--- src/rtl/clks_div_gen.sv ---
// Cascaded clock divider: NUM_OUT registered clocks, each half the rate of the previous one, with a runtime half-period.
// Optional macro CLKS_DIV_GEN_DUTY_EN adds input duty_odd (odd half-periods: high div_cur cycles, low div_cur-1 cycles).
module clks_div_gen #(
   parameter int NUM_OUT     = 3,
   parameter int CNT_W       = 8,
   parameter int DIV_DEFAULT = 5
) (
   input  logic               clk,
   input  logic               rst,
   input  logic               enb,
`ifdef CLKS_DIV_GEN_DUTY_EN
   input  logic               duty_odd,
`endif
   input  logic               div_req,
   input  logic [CNT_W-1:0]   div_val,
   output logic               div_busy,
   output logic               div_ack,
   output logic [CNT_W-1:0]   div_cur,
   output logic [NUM_OUT-1:0] clk_o,
   output logic [NUM_OUT-1:0] stb_o,
   output logic               frame_o
);

   localparam logic [CNT_W-1:0] DIV_RST = CNT_W'(DIV_DEFAULT);
   localparam logic [CNT_W-1:0] CNT_ONE = CNT_W'(1);
   localparam logic [CNT_W-1:0] CNT_TWO = CNT_W'(2);

   logic [CNT_W-1:0]   cnt_q, cnt_d;
   logic [CNT_W-1:0]   div_cur_q, div_cur_d;
   logic [CNT_W-1:0]   pend_q, pend_d;
   logic               busy_q, busy_d;
   logic               ack_q, ack_d;
   logic               frame_q, frame_d;
   logic [NUM_OUT-1:0] clk_q, clk_d;
   logic [NUM_OUT-1:0] stb_q, stb_d;

   logic [CNT_W-1:0]   thresh;
   logic [NUM_OUT-1:0] toggle;
   logic               tick;
   logic               frame_tick;
   logic               apply;

   always_comb begin
      thresh = div_cur_q - CNT_ONE;
`ifdef CLKS_DIV_GEN_DUTY_EN
      // Shorten the low phase by one cycle so an odd half-period keeps the extra cycle high.
      if (duty_odd && div_cur_q[0] && (div_cur_q > CNT_ONE) && !clk_q[0])
         thresh = div_cur_q - CNT_TWO;
`endif
      tick       = enb && (cnt_q >= thresh);
      frame_tick = tick && (clk_q == '0);
      apply      = frame_tick && busy_q;

      // Output i toggles only when every faster output is currently low.
      toggle    = '0;
      toggle[0] = 1'b1;
      for (int i = 1; i < NUM_OUT; i++)
         toggle[i] = toggle[i-1] && !clk_q[i-1];

      cnt_d     = cnt_q;
      div_cur_d = div_cur_q;
      pend_d    = pend_q;
      busy_d    = busy_q;
      ack_d     = 1'b0;
      frame_d   = 1'b0;
      clk_d     = clk_q;
      stb_d     = '0;

      if (tick) begin
         cnt_d   = '0;
         clk_d   = clk_q ^ toggle;
         stb_d   = toggle & ~clk_q;
         frame_d = frame_tick;
      end else if (enb) begin
         cnt_d = cnt_q + CNT_ONE;
      end

      if (apply) begin
         div_cur_d = pend_q;
         busy_d    = 1'b0;
         ack_d     = 1'b1;
      end else if (div_req && !busy_q) begin
         pend_d = (div_val == '0) ? CNT_ONE : div_val;
         busy_d = 1'b1;
      end
   end

   always_ff @(posedge clk) begin
      if (rst) begin
         cnt_q     <= DIV_RST - CNT_ONE;
         div_cur_q <= DIV_RST;
         pend_q    <= '0;
         busy_q    <= 1'b0;
         ack_q     <= 1'b0;
         frame_q   <= 1'b0;
         clk_q     <= '0;
         stb_q     <= '0;
      end else begin
         cnt_q     <= cnt_d;
         div_cur_q <= div_cur_d;
         pend_q    <= pend_d;
         busy_q    <= busy_d;
         ack_q     <= ack_d;
         frame_q   <= frame_d;
         clk_q     <= clk_d;
         stb_q     <= stb_d;
      end
   end

   assign div_busy = busy_q;
   assign div_ack  = ack_q;
   assign div_cur  = div_cur_q;
   assign clk_o    = clk_q;
   assign stb_o    = stb_q;
   assign frame_o  = frame_q;

endmodule
--- config.mk ---
export PLATFORM = sky130hd
export DESIGN_NAME = clks_div_gen
export DESIGN_NICKNAME = d
export VERILOG_FILES = /design/src/rtl/clks_div_gen.sv
export SDC_FILE = /design/constraint.sdc
export NUM_CORES = 1
export LEC_CHECK = 0
export CORE_ASPECT_RATIO = 0.6
export CORE_MARGIN = 1
export CORE_UTILIZATION = 55
export DETAILED_ROUTE_END_ITERATION = 10
export GPL_TIMING_DRIVEN = 0
export PLACE_DENSITY_LB_ADDON = 0.2
export SLEW_MARGIN = 20
export SYNTH_ARGS = -nofsm -noshare
export SYNTH_HDL_FRONTEND = slang
export SYNTH_SLANG_ARGS = --single-unit
--- constraint.sdc ---
create_clock -name clk -period 3.4 [get_ports clk]
set_input_delay 1.02 -clock clk [delete_from_list [all_inputs] [get_ports clk]]
set_output_delay 1.02 -clock clk [all_outputs]
set_load 0.1 [all_outputs]
==> out/qor.txt, run 1 <==
DRC errors left -> 0
PD cells -> 793 nW/um^2
Mapped Area -> 1650 um^2
Clock buffer depth -> 2
GRT Overall Usage -> 26.6%
Starting DRT DRC Count -> 59
Setup ws final -> 0.433 ns
Fraction of layout cells with a size suffix above 1 -> 7.83%
Period utilisation layout -> 87.3%
Worst path arrival time -> 1.95 ns
Initial core utilization -> 62.0%
Critical path class -> flop to primary output
HPWL Detailed -> 2820 um
CP max-delay cell -> clkdlybuf4s50_1
I/O Pins -> 29
Setup repair after global routing missed its margin -> false
Fmax -> 0.337 GHz
Worst path cell trace -> clkdlybuf4s50_1
Worst-Skew Late Latency -> 0.30 ns
Worst relative slew slack -> 35.1%
Syn Inst Count -> 181
Root Buffer -> clkbuf_8
First-pass GRT wire length -> 6160 um
HP Class -> flop to flop
# setup viols final -> 0
Final hold vios -> 0
Die X -> 72.7 um
# Post-CTS Setup Buffers -> 0
Outcome -> complete, no violations
Worst Skew -> 0.0107 ns
Cell count after placement -> 249
WP buf/inv -> 1
Nets -> 240
Clock Sink Count -> 33
CTS tree -> done
Syn. warnings -> 0
Syn Area/Cell -> 9.12 um^2
Worst-path clk slew -> 0.08 ns
Crit end category -> primary output
Tightest Pin Transition -> 0.970 ns
Final TNS setup -> 0 ns
Global placement routability congestion -> 0.812
CTS Buf Count -> 5
Vias in the first global route -> 1390
Maximum vdd drop -> 0.000784 V
Number of nets with antenna violations after routing -> 0
Die ar. -> 3230 um^2
Total core area -> 2660 um^2
Synthesis-to-finish area growth -> 27.0%
# rows -> 14
Fill count -> 181
H-tree levels -> 2
Number of port buffers -> 28
Min Tclk post-route -> 2.97 ns
DR pass1 iterations -> 4
Initial antenna violation count -> 0
Via-per-instance ratio -> 5.36
DRT Wirelength -> 3760 um
Slew Limit Fails -> 0
Total gr overflow -> 0
Worst EP required -> 2.38 ns
Crit path launch type -> flop
Number of gates resized after cts -> 0
Final Total Pwr -> 1.66 mW
CP peak stage delay -> 1.18 ns
Pin count of the biggest net entering global routing -> 13
Routed length per instance -> 14.6 um
# Max-Cap Violations -> 0
Detailed-route via count -> 1378
Die Span Y -> 44.4 um
Leak Pwr -> 0.776 nW
Post-CTS Hold Buffers -> 0
Final cell count without fillers -> 257
CP max FO -> 6
Place WS -> 0.715 ns
Ant. Diodes -> 0
Cell variety after synth -> 31
Syn Nets -> 205
Yosys reg bits -> 33
Delay-heaviest family, CP -> buffers and inverters
Post-synthesis sequential area ratio -> 40.0%
[tightest hold or removal path, stage by stage, from the launching register on]
cell,delay (ns)
dfxtp_1,0.32
nand2_1,0.05
a21oi_1,0.05
[stage by stage]
stage	instance area [um^2]	hold slack [ns]	utilization, %
final	2100	0.463	78.8
after global routing	2100	0.487	78.8
after global placement	1980	0.447	74.4
after CTS	2100	0.465	78.8
after floorplan	1650	0.437	-
after detailed placement	1980	0.453	74.4
[path summary, 6_finish.rpt]
| path | to | slack (ns) | from | depth (start not counted) |
|---|---|---|---|---|
| worst max-delay path | div_cur[2] | 0.43 | div_cur[2] | 1 |
| worst min-delay path | pend_q[2] | 0.46 | pend_q[2] | 2 |
| worst max register to register | clk_o[0] | 0.67 | div_cur[0] | 11 |
| worst min register to register | pend_q[2] | 0.46 | pend_q[2] | 2 |
[power by group]
group	total (mW)	switching [mW]	internal (mW)
sequential	0.499	0.0516	0.448
combinational	0.786	0.530	0.256
clock	0.378	0.159	0.219
total	1.66	0.740	0.923
[registers in the layout, indices dropped and copies added, names as in the netlist]
register and count:
div_cur 8, pend_q 8, clk_o 3, cnt_q 8
stb_o 3, div_ack 1, div_busy 1, frame_o 1
[placed cells by master (no fill, tap or decap), types with 3 or more instances in the layout]
| cell | Yosys | layout |
|---|---|---|
| nand4_1 | 3 | 3 |
| nand2_1 | 22 | 22 |
| nand2b_1 | 14 | 14 |
| mux2i_1 | 9 | 9 |
| clkbuf_1 | 5 | 5 |
| xnor2_1 | 8 | 8 |
| dfxtp_1 | 33 | 33 |
| ha_1 | 12 | 12 |
| clkbuf_8 | 0 | 5 |
| xor2_1 | 5 | 5 |
| inv_1 | 8 | 8 |
| nor3_1 | 12 | 12 |
| nor2_1 | 13 | 13 |
| nor3b_1 | 3 | 3 |
| nand3_1 | 3 | 3 |
| clkdlybuf4s50_1 | 0 | 28 |
| a21oi_1 | 10 | 10 |
[routing by layer]
metal / GRT usage, % / vias to the layer above / part of all wire [%]
li1: - / 684 / -
met1: 30.7 / 640 / 45
met2: 46.4 / 42 / 47
met3: 9.11 / 12 / 5.4
met4: 10.2 / 0 / 2.2
met5: 0 / - / 0
[cell usage after synthesis (all sizes together)]
library cell  count  area, um^2
a2111oi           1        27.5
a211oi            3        32.5
a21o              2        15.0
a21oi            10        50.1
and2              1        8.76
buf               4        30.0
clkbuf            5        18.8
dfxtp            33         661
ha               12         150
inv               8        30.0
mux2i             9        90.1
nand2            22        82.6
nand2b           15         101
nand3             3        15.0
nand4             3        18.8
nor2             13        48.8
nor2b             1        6.26
nor3             13        70.1
nor3b             3        22.5
nor4              2        12.5
o2111a            1        11.3
o21a              1        7.51
o21ai             1        5.00
o311ai            1        16.3
or3               1        6.26
xnor2             8        70.1
xor2              5        43.8
[cell families (layout without fill, tap and decap cells)]
kind of cell / after synthesis / after routing / share of synthesized area [%]
compound gates: 20 / 20 / 10.0
buf+inv: 17 / 53 / 4.77
xor+xnor: 13 / 13 / 6.89
mux: 9 / 9 / 5.45
fa+ha+maj: 12 / 12 / 9.09
simple gates: 77 / 77 / 23.8
flops: 33 / 33 / 40.0
[final cells by class]
class	instances	area [um^2]	share of cell area, %
Multi-Input combinational cell	131	912	43.5
Sequential cell	33	661	31.5
Timing Repair Buffer	28	280	13.4
Clock buffer	5	68.8	3.28
Tap cell	40	50.0	2.39
Buffer	9	48.8	2.33
Clock inverter	3	46.3	2.21
Inverter	8	30.0	1.43
Note: power is estimated with default switching activity, not from simulation.
==> inputs of run 2 (changes only) <==
--- a/config.mk
+++ b/config.mk
@@ -11,6 +11,7 @@
 export DETAILED_ROUTE_END_ITERATION = 10
 export GPL_TIMING_DRIVEN = 0
 export PLACE_DENSITY_LB_ADDON = 0.2
+export RECOVER_POWER = 100
 export SLEW_MARGIN = 20
 export SYNTH_ARGS = -nofsm -noshare
 export SYNTH_HDL_FRONTEND = slang
==> out/qor.txt, run 2 (synthesis results as in run 1) <==
Net Sw Frac -> 45.0%
Starting DRT DRC Count -> 56
Commonest non-fill, non-tap cell in the layout -> dfxtp_1
Detailed-route via count -> 1377
Min Tclk post-route -> 3.03 ns
GRT Overall Usage -> 26.6%
Post-CTS Hold Buffers -> 0
CTS Buf Count -> 5
Design area -> 2080 um^2
Die Span Y -> 44.4 um
Comb pwr share -> 46.0%
Synthesis-to-finish area growth -> 25.8%
CP max-delay cell -> dlygate4sd3_1
DRT Wirelength -> 3770 um
Initial antenna violation count -> 0
DRC errors left -> 0
Clock buffer depth -> 2
Number of port buffers -> 28
H-tree levels -> 2
# rows -> 14
Total gr overflow -> 0
Final hold vios -> 0
DR pass1 iterations -> 5
Crit end category -> primary output
Nets -> 240
Fmax -> 0.330 GHz
Clock Sink Count -> 33
First-pass GRT wire length -> 6160 um
Initial core utilization -> 62.0%
Final TNS setup -> 0 ns
# setup viols final -> 0
Fraction of layout cells with a size suffix above 1 -> 5.99%
Worst-Skew Late Latency -> 0.30 ns
Leak Pwr -> 0.806 nW
# Post-CTS Setup Buffers -> 0
Worst path arrival time -> 2.01 ns
Worst Skew -> 0.00985 ns
Critical path class -> flop to primary output
Tightest Pin Transition -> 0.976 ns
Fill count -> 185
CTS tree -> done
Internal power -> 0.891 mW
Die ar. -> 3230 um^2
Most frequent cells in the layout -> 33 x dfxtp_1, 22 x nand2_1, 18 x dlygate4sd3_1, 14 x nand2b_1, 13 x nor2_1
Placed inst area -> 1980 um^2
Worst-path clk slew -> 0.08 ns
Maximum vdd drop -> 0.000752 V
Setup repair after global routing missed its margin -> false
Switching pwr -> 0.730 mW
CP peak stage delay -> 1.24 ns
CP max FO -> 6
Period utilisation layout -> 89.1%
Root Buffer -> clkbuf_8
Routed length per instance -> 14.7 um
Pin count of the biggest net entering global routing -> 13
Worst EP required -> 2.38 ns
Number of gates resized after cts -> 0
Clock power frac -> 23.3%
Worst path cell trace -> dlygate4sd3_1
WP buf/inv -> 1
# Max-Cap Violations -> 0
Crit path launch type -> flop
HP Class -> flop to flop
Vias in the first global route -> 1390
PD cells -> 781 nW/um^2
I/O Pins -> 29
Flop pwr share -> 30.7%
Number of nets with antenna violations after routing -> 0
Global placement routability congestion -> 0.812
Slew Limit Fails -> 0
Outcome -> complete, no violations
Delay-heaviest family, CP -> buffers and inverters
HPWL Detailed -> 2820 um
Ant. Diodes -> 0
Total core area -> 2660 um^2
Worst relative slew slack -> 34.7%
Via-per-instance ratio -> 5.36
Die X -> 72.7 um
==> run 2: cell count changes in the layout (fill, tap and decap cells not counted) <==
cell             change
a211oi_1             +2
a211oi_2             -2
clkbuf_1             +3
and2_0               +1
buf_6                -1
dlygate4sd3_1       +18
clkdlybuf4s50_1     -18
and2_4               -1
buf_1                -2
==> run 2: final timing paths <==
check | startpoint | endpoint | slack [ns] | depth (start not counted)
max | div_cur[2] | div_cur[2] | 0.37 | 1
min | pend_q[2] | pend_q[2] | 0.46 | 2
max reg2reg | div_cur[0] | div_cur[6] | 0.40 | 11
min reg2reg | pend_q[2] | pend_q[2] | 0.46 | 2
==> run 2: cell type report <==
| cell class | count | area [um^2] | area share (%) |
|---|---|---|---|
| multi-input cells | 131 | 900 | 43.3 |
| repair buffers | 28 | 280 | 13.5 |
| plain buffers | 9 | 41.3 | 1.99 |
| flip-flops and latches | 33 | 661 | 31.8 |
| well taps | 40 | 50.0 | 2.41 |
| clock inverters | 3 | 46.3 | 2.23 |
| inverters | 8 | 30.0 | 1.45 |
| clock buffers | 5 | 68.8 | 3.31 |
==> run 2: power by group through the flow <==
stage	logic [mW]	clock network, mW	registers (mW)
2_1_floorplan	0.315	0	0.805
3_3_place_gp	0.765	0	0.500
3_5_place_dp	0.784	0	0.506
4_1_cts	0.790	0.381	0.498
5_1_grt	0.795	0.395	0.503
6_report	0.746	0.378	0.498
==> run 2: routing by layer <==
layer | vias to the layer above | wire length (um) | track usage (%) | part of all wire, %
li1 | 684 | - | - | -
met2 | 43 | 1740 | 46.4 | 46
met5 | - | 0 | 0 | 0
met4 | 0 | 82 | 10.2 | 2.2
met1 | 638 | 1730 | 30.7 | 46
met3 | 12 | 215 | 9.11 | 5.7
==> run 2: stage by stage <==
step                      instances  worst slack [ns]  hold WS, ns  utilization [%]  power, mW
after floorplan                 181             0.428        0.437                -       1.12
after global placement          249             0.774        0.447             74.4       1.27
after detailed placement        249             0.715        0.453             74.4       1.29
after CTS                       257             0.432        0.465             78.8       1.67
after global routing            257             0.237        0.487             78.0       1.69
final                           257             0.370        0.464             78.0       1.62
